<file path="src/rtl/fpu_txn_driver.sv">
// Buffered request/response transaction driver for the mor1kx FPU port set.
// Optional rsp_latency output is enabled by defining FPU_TXN_DRV_LATENCY_EN.
`timescale 1ns/1ps
module fpu_txn_driver #(
  parameter int DATA_WIDTH     = 32,
  parameter int OP_WIDTH       = 8,
  parameter int RM_WIDTH       = 2,
  parameter int FLAG_WIDTH     = 12,
  parameter int FIFO_DEPTH     = 4,
  parameter int TIMEOUT_CYCLES = 64
) (
  input  logic                  clk,
  input  logic                  reset,
  input  logic                  req_valid,
  output logic                  req_ready,
  input  logic [DATA_WIDTH-1:0] req_opa,
  input  logic [DATA_WIDTH-1:0] req_opb,
  input  logic [OP_WIDTH-1:0]   req_op,
  input  logic [RM_WIDTH-1:0]   req_rm,
  input  logic                  req_is_cmp,
  output logic                  fpu_flush,
  output logic                  fpu_decode,
  output logic                  fpu_execute,
  output logic [OP_WIDTH-1:0]   fpu_op,
  output logic [RM_WIDTH-1:0]   fpu_rm,
  output logic [DATA_WIDTH-1:0] fpu_opa,
  output logic [DATA_WIDTH-1:0] fpu_opb,
  input  logic [DATA_WIDTH-1:0] fpu_out,
  input  logic                  fpu_valid_arith,
  input  logic                  fpu_cmp,
  input  logic                  fpu_valid_cmp,
  input  logic [FLAG_WIDTH-1:0] fpu_fpcsr,
  output logic                  rsp_valid,
  input  logic                  rsp_ready,
  output logic [DATA_WIDTH-1:0] rsp_result,
  output logic                  rsp_cmp,
  output logic [FLAG_WIDTH-1:0] rsp_flags,
  output logic                  rsp_timeout,
  output logic                  busy,
  output logic [15:0]           txn_count,
`ifdef FPU_TXN_DRV_LATENCY_EN
  output logic [15:0]           rsp_latency,
`endif
  output logic [2:0]            dbg_state
);

  localparam int AW      = (FIFO_DEPTH > 1) ? $clog2(FIFO_DEPTH) : 1;
  localparam int TW      = $clog2(TIMEOUT_CYCLES + 1);
  localparam int ENTRY_W = 2 * DATA_WIDTH + OP_WIDTH + RM_WIDTH + 1;
  localparam logic [TW-1:0] TMO_LAST = TW'(TIMEOUT_CYCLES - 1);

  localparam logic [2:0] S_IDLE   = 3'd0;
  localparam logic [2:0] S_DECODE = 3'd1;
  localparam logic [2:0] S_EXEC   = 3'd2;
  localparam logic [2:0] S_WAIT   = 3'd3;
  localparam logic [2:0] S_RESP   = 3'd4;
  localparam logic [2:0] S_FLUSH  = 3'd5;
  localparam logic [2:0] S_DRAIN  = 3'd6;

  // Request FIFO
  logic [ENTRY_W-1:0] mem_q [FIFO_DEPTH];
  logic [AW-1:0]      wr_ptr_q, rd_ptr_q;
  logic [AW:0]        count_q;
  logic               full, empty, push, pop;
  logic [DATA_WIDTH-1:0] h_opa, h_opb;
  logic [OP_WIDTH-1:0]   h_op;
  logic [RM_WIDTH-1:0]   h_rm;
  logic                  h_is_cmp;

  // FSM and datapath registers
  logic [2:0]            state_q, state_d;
  logic [OP_WIDTH-1:0]   op_q, op_d;
  logic [RM_WIDTH-1:0]   rm_q, rm_d;
  logic [DATA_WIDTH-1:0] opa_q, opa_d, opb_q, opb_d;
  logic                  is_cmp_q, is_cmp_d;
  logic [TW-1:0]         cnt_q, cnt_d;
  logic [DATA_WIDTH-1:0] res_q, res_d;
  logic                  cmp_q, cmp_d;
  logic [FLAG_WIDTH-1:0] flags_q, flags_d;
  logic                  tmo_q, tmo_d;
  logic [15:0]           txn_q, txn_d;
  logic                  sel_valid;

  assign full  = (count_q == (AW+1)'(FIFO_DEPTH));
  assign empty = (count_q == '0);
  assign push  = req_valid && !full;
  assign pop   = (state_q == S_IDLE) && !empty;
  assign {h_is_cmp, h_rm, h_op, h_opb, h_opa} = mem_q[rd_ptr_q];

  always_ff @(posedge clk) begin
    if (push) mem_q[wr_ptr_q] <= {req_is_cmp, req_rm, req_op, req_opb, req_opa};
  end

  // Pointers wrap for free because the depth is a power of two.
  always_ff @(posedge clk) begin
    if (reset) begin
      wr_ptr_q <= '0;
      rd_ptr_q <= '0;
      count_q  <= '0;
    end else begin
      if (push) wr_ptr_q <= wr_ptr_q + AW'(1);
      if (pop)  rd_ptr_q <= rd_ptr_q + AW'(1);
      case ({push, pop})
        2'b10:   count_q <= count_q + (AW+1)'(1);
        2'b01:   count_q <= count_q - (AW+1)'(1);
        default: count_q <= count_q;
      endcase
    end
  end

`ifdef FPU_TXN_DRV_LATENCY_EN
  logic [15:0] lat_q, lat_d, latency_q, latency_d;
  logic [15:0] lat_inc;
  assign lat_inc = (lat_q == 16'hFFFF) ? lat_q : lat_q + 16'd1;
`endif

  assign sel_valid = is_cmp_q ? fpu_valid_cmp : fpu_valid_arith;

  always_comb begin
    state_d  = state_q;
    op_d     = op_q;
    rm_d     = rm_q;
    opa_d    = opa_q;
    opb_d    = opb_q;
    is_cmp_d = is_cmp_q;
    cnt_d    = cnt_q;
    res_d    = res_q;
    cmp_d    = cmp_q;
    flags_d  = flags_q;
    tmo_d    = tmo_q;
    txn_d    = txn_q;
`ifdef FPU_TXN_DRV_LATENCY_EN
    lat_d     = lat_q;
    latency_d = latency_q;
`endif
    case (state_q)
      S_IDLE: begin
        if (!empty) begin
          op_d     = h_op;
          rm_d     = h_rm;
          opa_d    = h_opa;
          opb_d    = h_opb;
          is_cmp_d = h_is_cmp;
          state_d  = S_DECODE;
        end
      end
      S_DECODE: state_d = S_EXEC;
      S_EXEC: begin
        cnt_d   = '0;
        state_d = S_WAIT;
`ifdef FPU_TXN_DRV_LATENCY_EN
        lat_d = 16'd1;
`endif
      end
      S_WAIT: begin
        // A valid on the last permitted cycle still beats the timeout.
        if (sel_valid) begin
          res_d   = is_cmp_q ? '0 : fpu_out;
          cmp_d   = is_cmp_q ? fpu_cmp : 1'b0;
          flags_d = fpu_fpcsr;
          tmo_d   = 1'b0;
          state_d = S_RESP;
`ifdef FPU_TXN_DRV_LATENCY_EN
          latency_d = lat_inc;
`endif
        end else if (cnt_q == TMO_LAST) begin
          res_d   = '0;
          cmp_d   = 1'b0;
          flags_d = '0;
          tmo_d   = 1'b1;
          state_d = S_RESP;
`ifdef FPU_TXN_DRV_LATENCY_EN
          latency_d = 16'(TIMEOUT_CYCLES);
`endif
        end else begin
          cnt_d = cnt_q + TW'(1);
`ifdef FPU_TXN_DRV_LATENCY_EN
          lat_d = lat_inc;
`endif
        end
      end
      S_RESP: begin
        if (rsp_ready) begin
          txn_d   = txn_q + 16'd1;
          op_d    = '0;
          rm_d    = '0;
          opa_d   = '0;
          opb_d   = '0;
          state_d = S_FLUSH;
        end
      end
      S_FLUSH: begin
        cnt_d   = '0;
        state_d = S_DRAIN;
      end
      S_DRAIN: begin
        // Drain timeout is silent: the response has already been delivered.
        if ((fpu_out == '0) || (cnt_q == TMO_LAST)) state_d = S_IDLE;
        else cnt_d = cnt_q + TW'(1);
      end
      default: state_d = S_IDLE;
    endcase
  end

  always_ff @(posedge clk) begin
    if (reset) begin
      state_q  <= S_IDLE;
      op_q     <= '0;
      rm_q     <= '0;
      opa_q    <= '0;
      opb_q    <= '0;
      is_cmp_q <= 1'b0;
      cnt_q    <= '0;
      res_q    <= '0;
      cmp_q    <= 1'b0;
      flags_q  <= '0;
      tmo_q    <= 1'b0;
      txn_q    <= '0;
    end else begin
      state_q  <= state_d;
      op_q     <= op_d;
      rm_q     <= rm_d;
      opa_q    <= opa_d;
      opb_q    <= opb_d;
      is_cmp_q <= is_cmp_d;
      cnt_q    <= cnt_d;
      res_q    <= res_d;
      cmp_q    <= cmp_d;
      flags_q  <= flags_d;
      tmo_q    <= tmo_d;
      txn_q    <= txn_d;
    end
  end

`ifdef FPU_TXN_DRV_LATENCY_EN
  always_ff @(posedge clk) begin
    if (reset) begin
      lat_q     <= '0;
      latency_q <= '0;
    end else begin
      lat_q     <= lat_d;
      latency_q <= latency_d;
    end
  end
  assign rsp_latency = latency_q;
`endif

  assign req_ready   = !full;
  assign fpu_decode  = (state_q == S_DECODE);
  assign fpu_execute = (state_q == S_EXEC);
  assign fpu_flush   = (state_q == S_FLUSH);
  assign fpu_op      = op_q;
  assign fpu_rm      = rm_q;
  assign fpu_opa     = opa_q;
  assign fpu_opb     = opb_q;
  assign rsp_valid   = (state_q == S_RESP);
  assign rsp_result  = res_q;
  assign rsp_cmp     = cmp_q;
  assign rsp_flags   = flags_q;
  assign rsp_timeout = tmo_q;
  assign busy        = (state_q != S_IDLE) || !empty;
  assign txn_count   = txn_q;
  assign dbg_state   = state_q;

endmodule
</file>
<file path="config.mk">
export PLATFORM = sky130hd
export DESIGN_NAME = fpu_txn_driver
export DESIGN_NICKNAME = d
export VERILOG_FILES = /design/src/rtl/fpu_txn_driver.sv
export SDC_FILE = /design/constraint.sdc
export NUM_CORES = 1
export LEC_CHECK = 0
export ABC_AREA = 0
export BUFFER_PORTS_ARGS = -buffer_cell sky130_fd_sc_hd__buf_4
export CAP_MARGIN = 20
export CELL_PAD_IN_SITES_DETAIL_PLACEMENT = 2
export CELL_PAD_IN_SITES_GLOBAL_PLACEMENT = 2
export CORE_UTILIZATION = 36
export DETAILED_ROUTE_END_ITERATION = 8
export PLACE_DENSITY_LB_ADDON = 0.08
export SLEW_MARGIN = 20
export SYNTH_ARGS = -nofsm -noshare
export SYNTH_HDL_FRONTEND = slang
export SYNTH_SLANG_ARGS = --single-unit
</file>
<file path="constraint.sdc">
create_clock -name clk -period 2.7 [get_ports clk]
set_clock_uncertainty 0.1 [all_clocks]
set_input_delay 0.405 -clock clk [delete_from_list [all_inputs] [get_ports clk]]
set_output_delay 0.405 -clock clk [all_outputs]
set_load 0.05 [all_outputs]
</file>
# --- Word level (Yosys, flattened, before mapping) ---
# Memory sizes are Yosys's and may differ from the RTL's. A register that Yosys moved wholly into a read port is not among the register bits.
# Index checks and enable logic that the tools add are counted.
word_totals:
  memories: 1
  output_inout_bits: 145
  input_bits: 126
  elab_cells: 98
  mem_bits_rw: 300
  register_bits: 154
mem_list:
  columns: ["name", "words", "word_bits", "rd", "rd_clocked_by_memory_dff", "wr", "line_no", "source"]
  rows:
  - ["mem_q", 4, 75, 1, 1, 1, "61", "logic [ENTRY_W-1:0] mem_q [FIFO_DEPTH];"]
classes:
  bitwise_logic: 1
  add_sub_neg: 6
  n_eq_ne: 17
  mux: 37
  reduce_logical: 21
ops:
  columns: ["operator", "count"]
  rows:
  - ["32-bit 2-to-1 mux", 6]
  - ["32-bit case mux with 2 select lines", 2]
  - ["32-bit logical NOT", 1]
  - ["12-bit 2-to-1 mux", 2]
  - ["7-bit 2-to-1 mux", 3]
  - ["3-bit case mux with 7 select lines", 1]
  - ["7-bit case mux with 3 select lines", 1]
  - ["16-bit by 1-bit adder with 16-bit output, second input constant", 1]
  - ["8-bit 2-to-1 mux", 2]
  - ["8-bit case mux with 2 select lines", 1]
  - ["3-bit 2-to-1 mux", 5]
  - ["3-bit == test, second input constant", 4]
  - ["2-bit inequality test, second input constant", 5]
  - ["1-bit 2-to-1 mux", 8]
  - ["2-bit 2-to-1 mux", 4]
  - ["4-bit AND reduction", 2]
  - ["7-bit by 1-bit adder with 7-bit output, second input constant", 1]
  - ["7-bit by 6-bit == test with 1-bit output, second input constant", 1]
  - ["3-bit by 2-bit == test with 1-bit output, second input constant", 2]
  - ["3-bit logical NOT", 2]
  - ["3-bit case mux with 2 select lines", 1]
  - ["2-bit AND reduction", 3]
  - ["2-bit nonzero test", 3]
  - ["3-bit nonzero test", 2]
  - ["other kinds (15)", 19]

# --- Longest topological paths before layout ---
# Gate-level depths: netlist of run 1.
logic_depth:
  word_depth: 5
  ltp_mapped: 11

# --- Least setup slack after synthesis of run 1 ---
# No wires, ideal clock.
synth_path:
  path_type: "register to register"
  from: "register count_q[0]"
  to: "memory mem_q[0][0] (netlist bit), enable pin"
  path_stages_with_launch: 4
  path_buffers: 0
  synth_period_minus_slack_ps: 3329
  arrival_ps: 2787
  setup_slack_ps: -629
  path_cell_list: "dfxtp_1 inv_1 nand3_1 and3_1"
synth_via:
  elab_chain_len: 5
synth_lines:
  columns: ["item", "line_no", "source"]
  rows:
  - ["start: declaration", "63", "logic [AW:0] count_q;"]
  - ["start signal: assignment", "104", "2'b10: count_q <= count_q + (AW+1)'(1);"]
  - ["start signal: assignment", "105", "2'b01: count_q <= count_q - (AW+1)'(1);"]
  - ["start signal: assignment", "106", "default: count_q <= count_q;"]
  - ["3-bit == test", "84", "assign full = (count_q == (AW+1)'(FIFO_DEPTH));"]
  - ["1-bit logical NOT", null, null]
  - ["named net req_ready", "15", "output logic req_ready,"]
  - ["1-bit logical AND", "86", "assign push = req_valid && !full;"]
  - ["1-bit 2-to-1 mux", "91", "if (push) mem_q[wr_ptr_q] <= {req_is_cmp, req_rm, req_op, req_opb, req_opa};"]
  - ["1-bit 2-to-1 mux (not written as such)", "91", null]
  - ["end: declaration", "61", null]
# The timed path passes the listed nets, and every way through them passes these cells.

# --- Final worst setup path of run 1 ---
layout_path:
  from: "register count_q[0]"
  to: "register count_q[2]"
layout_via:
  elab_chain_len: 5
  elab_cells_between_ends: 12
  cone_classes: "2 x add/sub; 3 x eq/ne; 1 x mux; 6 x reduce/logical"
layout_lines:
  columns: ["item", "line_no", "source"]
  rows:
  - ["3-bit == test or 3-bit logical NOT (tied branches)", "84, 85", null]
  - ["1-bit logical NOT (on tied branches)", "86, 87", null]
  - ["1-bit logical AND (on tied branches)", "86, 87", null]
  - ["2-bit by 1-bit == test with 1-bit output or 2-bit == test (tied branches)", "103", "case ({push, pop})"]
  - ["3-bit case mux with 2 select lines or 2-bit nonzero test (tied branches)", null, null]
# Several ways; a longest one is shown, not always the timed one.
# A chain may end at the register's enable or synchronous reset.

==> summary.md, run 1 <==
| Metric | Value |
|---|---|
| Top_reg_cell synth | `edfxtp_1` |
| CP Class | `register to register` |
| R2R Path Start | `count_q[0]$_SDFFE_PP0P_` |
| Row Count | `79` |
| Total GRT Usage | `between 20% and 30%` |
| HP Start | `fpu_out[1]` |
| Total CTS buffers | `51` |
| Largest area contributor in the synthesized netlist | `edfxtp_1` |
| Sequential Area | `between 10,000 and 15,000 sq um` |
| Syn_nets | `between 1,000 and 1,500` |
| P_leak | `just over 0.008 uW` |
| Simple-gate share of the synthesized area | `9.12%` |
| Initial drt markers | `502` |
| Delay-heaviest family, CP | `simple AND/OR/NAND/NOR gates` |
| Fraction of layout cells with a size suffix above 1 | `29.7%` |
| Area of the multi-input gates | `~4500 sq um` |
| Status | `finished, final reports clean` |
| CP max stage delay | `around 380 ps` |
| Max cap viols | `0` |
| Setup crit start kind | `register` |
| Core area | `about 46,000 sq um` |
| Post-synth EDFFs | `300` |
| First-pass GRT wire length | `between 70,000 and 80,000 microns` |
| # DRC | `0` |
| Critical-path top delay cell | `fa_1` |
| Post-synthesis adder-cell area fraction | `less than 1%` |
| Post-CTS setup buffers | `0` |
| Die area | `around 48,000 sq um` |
| Crit path DAT | `roughly 2800 ps` |
| Die Height | `about 220 microns` |
| Main combinational cell family by area after synthesis | `multiplexers` |
| Power per cell area | `1030 nW/um^2` |
| Synth Cell Area | `17,000 sq um` |
| Buf+Inv Stages, Crit Path | `3` |
| Worst-path clk slew | `60 ps` |
| Final Worst Setup Slack | `approximately 320 ps` |
| Top cells by area, synth | `edfxtp_1, dfxtp_1, mux4_2, a21oi_1, nand3_1` |
| Final #Nets | `between 1,500 and 2,000` |
| Area grow syn2layout | `33.6%` |
| Post-Synth XOR/XNOR Area | `less than 1%` |
| Initial Util | `a little over a third` |
| Vias in the first global route | `between 10,000 and 15,000` |
| Final hold vios | `0` |
| CP endpoint kind | `register` |
| Async S/R FF share, synth | `0%` |
| Worst slack, placed | `325 ps` |
| Peak supply drop | `around 680 uV` |
| Dpl hpwl | `29,200 microns` |
| CTS tree | `built` |
| H-Tree Depth | `2` |
| Largest net degree at the start of global routing | `82` |
| Fillers | `around 4,400` |
| Count of cell types in the netlist | `between 40 and 50` |
| Most used cell along the critical path | `inv_1` |
| Via/cell ratio | `between 5 and 6` |
| Hold endpoint | `rsp_result[1]$_SDFFE_PP0P_` |
| Synth Area in Compound Gates | `5.45%` |
| Yosys Warn Count | `0` |
| Sequential-to-total area share from yosys stat | `a little under three quarters` |
| Maximum clock path buffer count | `3` |
| Reg2Reg Capture Point | `count_q[2]$_SDFFE_PP0P_` |
| Crit-path cells | `inv_1 > nand3_1 > and2_1 > inv_1 > ha_1 > inv_1 > fa_1 > xor2_1 > or3_1 > a21oi_1` |
| RSZ-0062 raised after global routing | `no` |
| Final TNS setup | `0 ps` |
| Multiplexer area fraction after synthesis | `around a tenth` |
| Gp weighted congestion | `~0.74` |
| Clk Latency, worst-skew pair | `between 500 and 600 ps` |
| Hold-critical path depth | `3` |
| Tmin final | `~2400 ps` |
| Setup-failing EPs final | `0` |
| Reg2reg path depth | `10` |
| Critical Path RT | `3120 ps` |
| Initial antenna violation count | `3` |
| Antenna viol nets, final | `0` |
| Root Driver | `clkbuf_16` |
| Post-synthesis cell count | `1,144` |
| Top-Level Pins | `271` |
| CP Max Fanout | `6` |
| Die width | `roughly 220 microns` |
| Final Max Slew Viols | `0` |
| Least-Margin Pin Slew | `1130 ps` |
| Syn_area_per_cell | `approximately 15 sq um` |
| R2R Setup Slk | `about 320 ps` |
| Yosys top cell area share | `between 50% and 60%` |
| Fin crit share | `88.2%` |
| Congestion Overflow GR | `0` |
| WL final | `between 40,000 and 50,000 microns` |
| Hold crit path type | `input pin to register` |
| Fmax | `roughly 420 MHz` |
| Via count | `about 11,000` |
| Flops & latches, synth | `between 400 and 500` |
| Worst rel slew slack | `~25%` |
| Wire length per cell | `roughly 22 microns` |
| Port Buf Inserts | `between 200 and 300` |
| Hold WS | `33.9 ps` |
| Sinks on Clock Net | `456` |
| Detailed Routing Iterations Pass 1 | `4` |
## placed cells by master (no fill, tap or decap), drive strengths merged, types with 4 or more instances in the layout
master         n
xor2           9
a22oi         12
and3           7
a21oi        124
nand4          9
nand2        127
or3            7
dlygate4sd3  117
nor4           9
inv           18
clkbuf        73
nor3           8
nor2          38
o32ai          4
edfxtp       300
ha             7
dfxtp        156
nand3        114
mux4          75
xnor2          7
clkinv        18
o21ai         11
buf          306
## synthesized netlist by cell type (all sizes together) (11+ instances only)
master / number
o21ai: 11
dfxtp: 156
buf: 42
clkbuf: 33
a22oi: 12
nand2: 127
inv: 16
edfxtp: 300
nand3: 114
a21oi: 124
mux4: 75
nor2: 38
## state kept, by name, summed over array words and instances (netlist names), 2 cells and up, named ones only
| signal | count |
|---|---|
| mem_q | 300 |
| txn_count | 16 |
| count_q | 3 |
| fpu_opa | 32 |
| rsp_result | 32 |
| rd_ptr_q | 2 |
| rsp_flags | 12 |
| fpu_rm | 2 |
| cnt_q | 7 |
| wr_ptr_q | 2 |
| fpu_op | 8 |
| dbg_state | 3 |
| fpu_opb | 32 |
## metal layers
metal / up-vias / track usage (%) / share of wire (%)
li1: 5152 / - / -
met1: 5743 / 25.3 / 42
met2: 251 / 36.4 / 51
met3: 82 / 3.81 / 4.5
met4: 0 / 7.38 / 2.8
met5: - / 0 / 0
## kinds of logic (layout without fill, tap and decap cells)
family | Yosys count | after routing
other | 0 | 3
AO/OA/AOI/OAI | 165 | 165
multiplexers | 76 | 76
AND/OR/NAND/NOR | 332 | 332
XOR/XNOR | 16 | 16
adder cells (fa/ha/maj) | 8 | 8
buffers and inverters | 91 | 535
flip-flops | 456 | 456
## layout make-up
type	instances	share of cell area, %
clock buffers	73	6.31
well taps	607	3.35
repair buffers	423	16.0
multi-input cells	597	19.7
inverters	16	0.271
flip-flops and latches	456	53.6
clock inverters	23	0.762
diodes	3	0.0331
## tightest hold or removal path, delay by kind of cell
family                 cells  cell delay, ps
buffers and inverters      1             120
and+or+nand+nor            1              80
AOI/OAI and AO/OA          1              70
## metrics by stage
stage | cells | cell area [sq um] | util (%) | total power, uW
after CTS | 2195 | 22600 | 48.7 | 23600
after global placement | 1982 | 19900 | 42.8 | 16400
after detailed placement | 1982 | 19900 | 42.8 | 16600
final | 2198 | 22600 | 48.7 | 23200
after floorplan | 1144 | 17000 | - | 14000
after global routing | 2197 | 22600 | 48.7 | 24300
## how the worst max path moves through the flow
| stage | start | to | slack, ps | depth (start not counted) |
|---|---|---|---|---|
| 3_5_place_dp | fpu_out[30] | cnt_q[4]$_SDFFE_PP0P_ | 320 | 6 |
| 4_1_cts | count_q[2]$_SDFFE_PP0P_ | fpu_opb[27]$_SDFFE_PP0P_ | 300 | 5 |
| 5_1_grt | count_q[1]$_SDFFE_PP0P_ | count_q[2]$_SDFFE_PP0P_ | 170 | 10 |
| 6_report | count_q[0]$_SDFFE_PP0P_ | count_q[2]$_SDFFE_PP0P_ | 320 | 10 |
| 3_3_place_gp | fpu_out[30] | cnt_q[4]$_SDFFE_PP0P_ | 400 | 6 |
| 2_1_floorplan | dbg_state[2]$_SDFFE_PP0P_ | count_q[2]$_SDFFE_PP0P_ | 30 | 11 |
## report_power, final
group | internal, uW | switching [uW]
clock | 3870 | 2810
combinational | 2420 | 4830
sequential | 8660 | 624
## repair_timing
| action | CTS | global route |
|---|---|---|
| resized for setup | 0 | 0 |
| hold endpoints to repair | 342 | 0 |
| hold buffers | 117 | 0 |
Note: power is estimated with default switching activity, not from simulation.
==> inputs of run 2 (changes only) <==
- PLACE_DENSITY: unset -> 0.81
- PLACE_DENSITY_LB_ADDON: 0.08 -> unset
==> run 2 against run 1 <==
Hold slack worse by 4.2 ps. Power is 1.2% higher. First-iteration DRC count up 14%. Register-to-register slack worse by 95 ps. Non-clock buffer count fell by 15. Sequential power increased by 0.8%. Maximum frequency decreased by 3.8%. Critical path depth is the same. Wire length is 10% higher. Largest cell class unchanged. Largest power group unchanged. Highest routed layer is now met5.
==> summary.md, run 2 (synthesized netlist as in run 1, its figures left out) <==
| Metric | Value |
|---|---|
| Area of the multi-input gates | `4460 sq um (unchanged)` |
| Seq pwr share | `39.8% (was 40.0%)` |
| Reg2reg path depth | `10 (unchanged)` |
| CTS tree | `built (unchanged)` |
| R2R Path Start | `count_q[0]$_SDFFE_PP0P_ (unchanged)` |
| Fraction of layout cells with a size suffix above 1 | `29.1% (was 29.7%)` |
| H-Tree Depth | `2 (unchanged)` |
| Logic pwr share | `31.6% (was 31.3%)` |
| Clk Latency, worst-skew pair | `610 ps (was 590 ps)` |
| Top-Level Pins | `271 (unchanged)` |
| CP endpoint kind | `register (unchanged)` |
| Initial drt markers | `573 (was 502)` |
| Max cap viols | `0 (unchanged)` |
| Most frequent cells in the layout | `edfxtp_1, buf_4, dfxtp_1 (unchanged)` |
| Tmin final | `2480 ps (was 2380 ps)` |
| RSZ-0062 raised after global routing | `no (unchanged)` |
| Row Count | `79 (unchanged)` |
| Largest register FFs | `300 (unchanged)` |
| Via count | `11,500 (was 11,200)` |
| P_int | `15,000 uW (about the same)` |
| Status | `finished, final reports clean (unchanged)` |
| Area grow syn2layout | `32.9% (was 33.6%)` |
| Reg2Reg Capture Point | `count_q[2]$_SDFFE_PP0P_ (unchanged)` |
| Initial antenna violation count | `3 (unchanged)` |
| Vias in the first global route | `12,900 (was 12,600)` |
| Wire length per cell | `25.0 microns (was 22.5 microns)` |
| Die Height | `219 microns (unchanged)` |
| Critical-path top delay cell | `fa_1 (unchanged)` |
| First-pass GRT wire length | `81,400 microns (was 75,000 microns)` |
| Die width | `219 microns (unchanged)` |
| Via/cell ratio | `5.29 (was 5.11)` |
| Post-CTS setup buffers | `0 (unchanged)` |
| Hold-critical path depth | `3 (unchanged)` |
| Sinks on Clock Net | `456 (unchanged)` |
| Initial Util | `36.5% (unchanged)` |
| Least-Margin Pin Slew | `1120 ps (was 1130 ps)` |
| Post-route insts no fill | `2,175 (was 2,198)` |
| Final TNS setup | `0 ps (unchanged)` |
| Setup-failing EPs final | `0 (unchanged)` |
| Worst-path clk slew | `60 ps (about the same)` |
| Switching power | `8540 uW (was 8260 uW)` |
| Hold endpoint | `rsp_result[18]$_SDFFE_PP0P_ (was rsp_result[1]$_SDFFE_PP0P_)` |
| Root Driver | `clkbuf_16 (unchanged)` |
| Inst Count DP | `1,972 (was 1,982)` |
| Final #Nets | `1,662 (was 1,679)` |
| Hold crit path type | `input pin to register (unchanged)` |
| Commonest non-fill, non-tap cell in the layout | `edfxtp_1 (unchanged)` |
| Top reg by flops | `mem_q (unchanged)` |
| Fmax | `404 MHz (was 420 MHz)` |
| Gp weighted congestion | `0.803 (was 0.739)` |
| Sw Ratio | `36.3% (was 35.6%)` |
| P_leak | `0.00795 uW (was 0.00804 uW)` |
| Final Max Slew Viols | `0 (unchanged)` |
| Fillers | `4,323 (was 4,441)` |
| Port Buf Inserts | `270 (unchanged)` |
| Dpl hpwl | `31,400 microns (was 29,200 microns)` |
| CP Class | `register to register (unchanged)` |
| Setup crit start kind | `register (unchanged)` |
| Worst rel slew slack | `25.4% (was 24.8%)` |
| Peak supply drop | `707 uV (was 678 uV)` |
| Core area | `46,500 sq um (unchanged)` |
| R2R Setup Slk | `220 ps (was 320 ps)` |
| Crit-path cells | `inv_1 > nand3_1 > and2_1 > inv_1 > ha_1 > inv_1 > fa_1 > xor2_1 > or3_1 > a21oi_1 (unchanged)` |
| # DRC | `0 (unchanged)` |
| Critical Path RT | `3120 ps (about the same)` |
| Power per cell area | `1040 nW/um^2 (was 1030 nW/um^2)` |
| Maximum clock path buffer count | `3 (unchanged)` |
| CP Max Fanout | `6 (unchanged)` |
| Met2 Usage GRT | `42.1% (was 36.4%)` |
| Most used cell along the critical path | `inv_1 (unchanged)` |
| Detailed Routing Iterations Pass 1 | `7 (was 4)` |
| CP max stage delay | `410 ps (was 380 ps)` |
| Clock power frac | `28.7% (was 28.8%)` |
| Fin crit share | `91.7% (was 88.2%)` |
| Crit path DAT | `2900 ps (was 2800 ps)` |
| Met3 Use GR | `4.70% (was 3.81%)` |
| Antenna viol nets, final | `0 (unchanged)` |
| Largest net degree at the start of global routing | `78 (was 82)` |
| Sequential Area | `12,100 sq um (unchanged)` |
| Die area | `48,000 sq um (unchanged)` |
| WL final | `54,400 microns (was 49,400 microns)` |
| Congestion Overflow GR | `0 (unchanged)` |
| M1 GR Usage | `26.4% (was 25.3%)` |
| Total CTS buffers | `49 (was 51)` |
| Total GRT Usage | `22.8% (was 20.7%)` |
| Final hold vios | `0 (unchanged)` |
| HP Start | `fpu_out[18] (was fpu_out[1])` |
| Busiest grt layer | `met2 (unchanged)` |
| Hold WS | `29.8 ps (was 33.9 ps)` |
## run 2: cell count changes in the layout (fill, tap and decap cells not counted), moves of 2 or more
| cell | delta |
|---|---|
| inv_6 | -3 |
| buf_4 | -11 |
| buf_12 | +2 |
| clkinv_2 | -6 |
| dlygate4sd3_1 | -5 |
## run 2: through the flow
stage               util, %  total power [uW]  cell area (sq um)  setup slack (ps)
floorplan                 -             14000              17000              32.9
global placement       42.6             16400              19800               409
detailed placement     42.6             16700              19800               218
CTS                    48.5             23600              22500               226
global route           48.5             24400              22500              65.1
finish                 48.5             23500              22500               225
## run 2: power groups by stage
stage          Combinational [uW]  Sequential [uW]  Clock (uW)
2_1_floorplan                2920            11000           0
3_3_place_gp                 7030             9330           0
3_5_place_dp                 7270             9450           0
4_1_cts                      7460             9330        6850
5_1_grt                      7860             9450        7120
6_report                     7420             9350        6740
## run 2: what timing repair did
item                                    in CTS  in global routing
endpoints found under the setup margin       0                  0
resized for setup                            0                  0
hold buffers                               112                  0
hold endpoints to repair                   336                  0
## run 2: cell type report
type	count	area share (%)
Tap cell	607	3.37
Antenna cell	2	0.0222
Clock inverter	17	0.872
Sequential cell	456	53.9
Clock buffer	72	6.23
Multi-Input combinational cell	597	19.8
Timing Repair Buffer	408	15.6
Inverter	16	0.272
## run 2: worst max-delay path: cells and delay by family (launching register included)
kind / cells / cell delay (ps)
xor gates and xnor gates: 1 / 180
AOI/OAI and AO/OA: 1 / 150
DFF: 1 / 330
and+or+nand+nor: 3 / 780
adders and majority gates: 2 / 610
buffers and inverters: 3 / 260
## run 2: worst max-delay path by stage
stage / from / endpoint / slack [ps] / depth (start not counted)
floorplan: dbg_state[2]$_SDFFE_PP0P_ / count_q[2]$_SDFFE_PP0P_ / 30 / 11
CTS: count_q[2]$_SDFFE_PP0P_ / busy / 230 / 3
global route: count_q[0]$_SDFFE_PP0P_ / count_q[2]$_SDFFE_PP0P_ / 70 / 10
global placement: count_q[0]$_SDFFE_PP0P_ / count_q[2]$_SDFFE_PP0P_ / 410 / 10
detailed placement: count_q[2]$_SDFFE_PP0P_ / fpu_opa[27]$_SDFFE_PP0P_ / 220 / 5
finish: count_q[0]$_SDFFE_PP0P_ / count_q[2]$_SDFFE_PP0P_ / 220 / 10
## run 2: per-layer routing
layer / wire (microns) / up-vias
met4: 1250 / 2
met2: 28800 / 341
met5: 13 / -
met3: 3150 / 81
met1: 21200 / 5988
li1: - / 5093
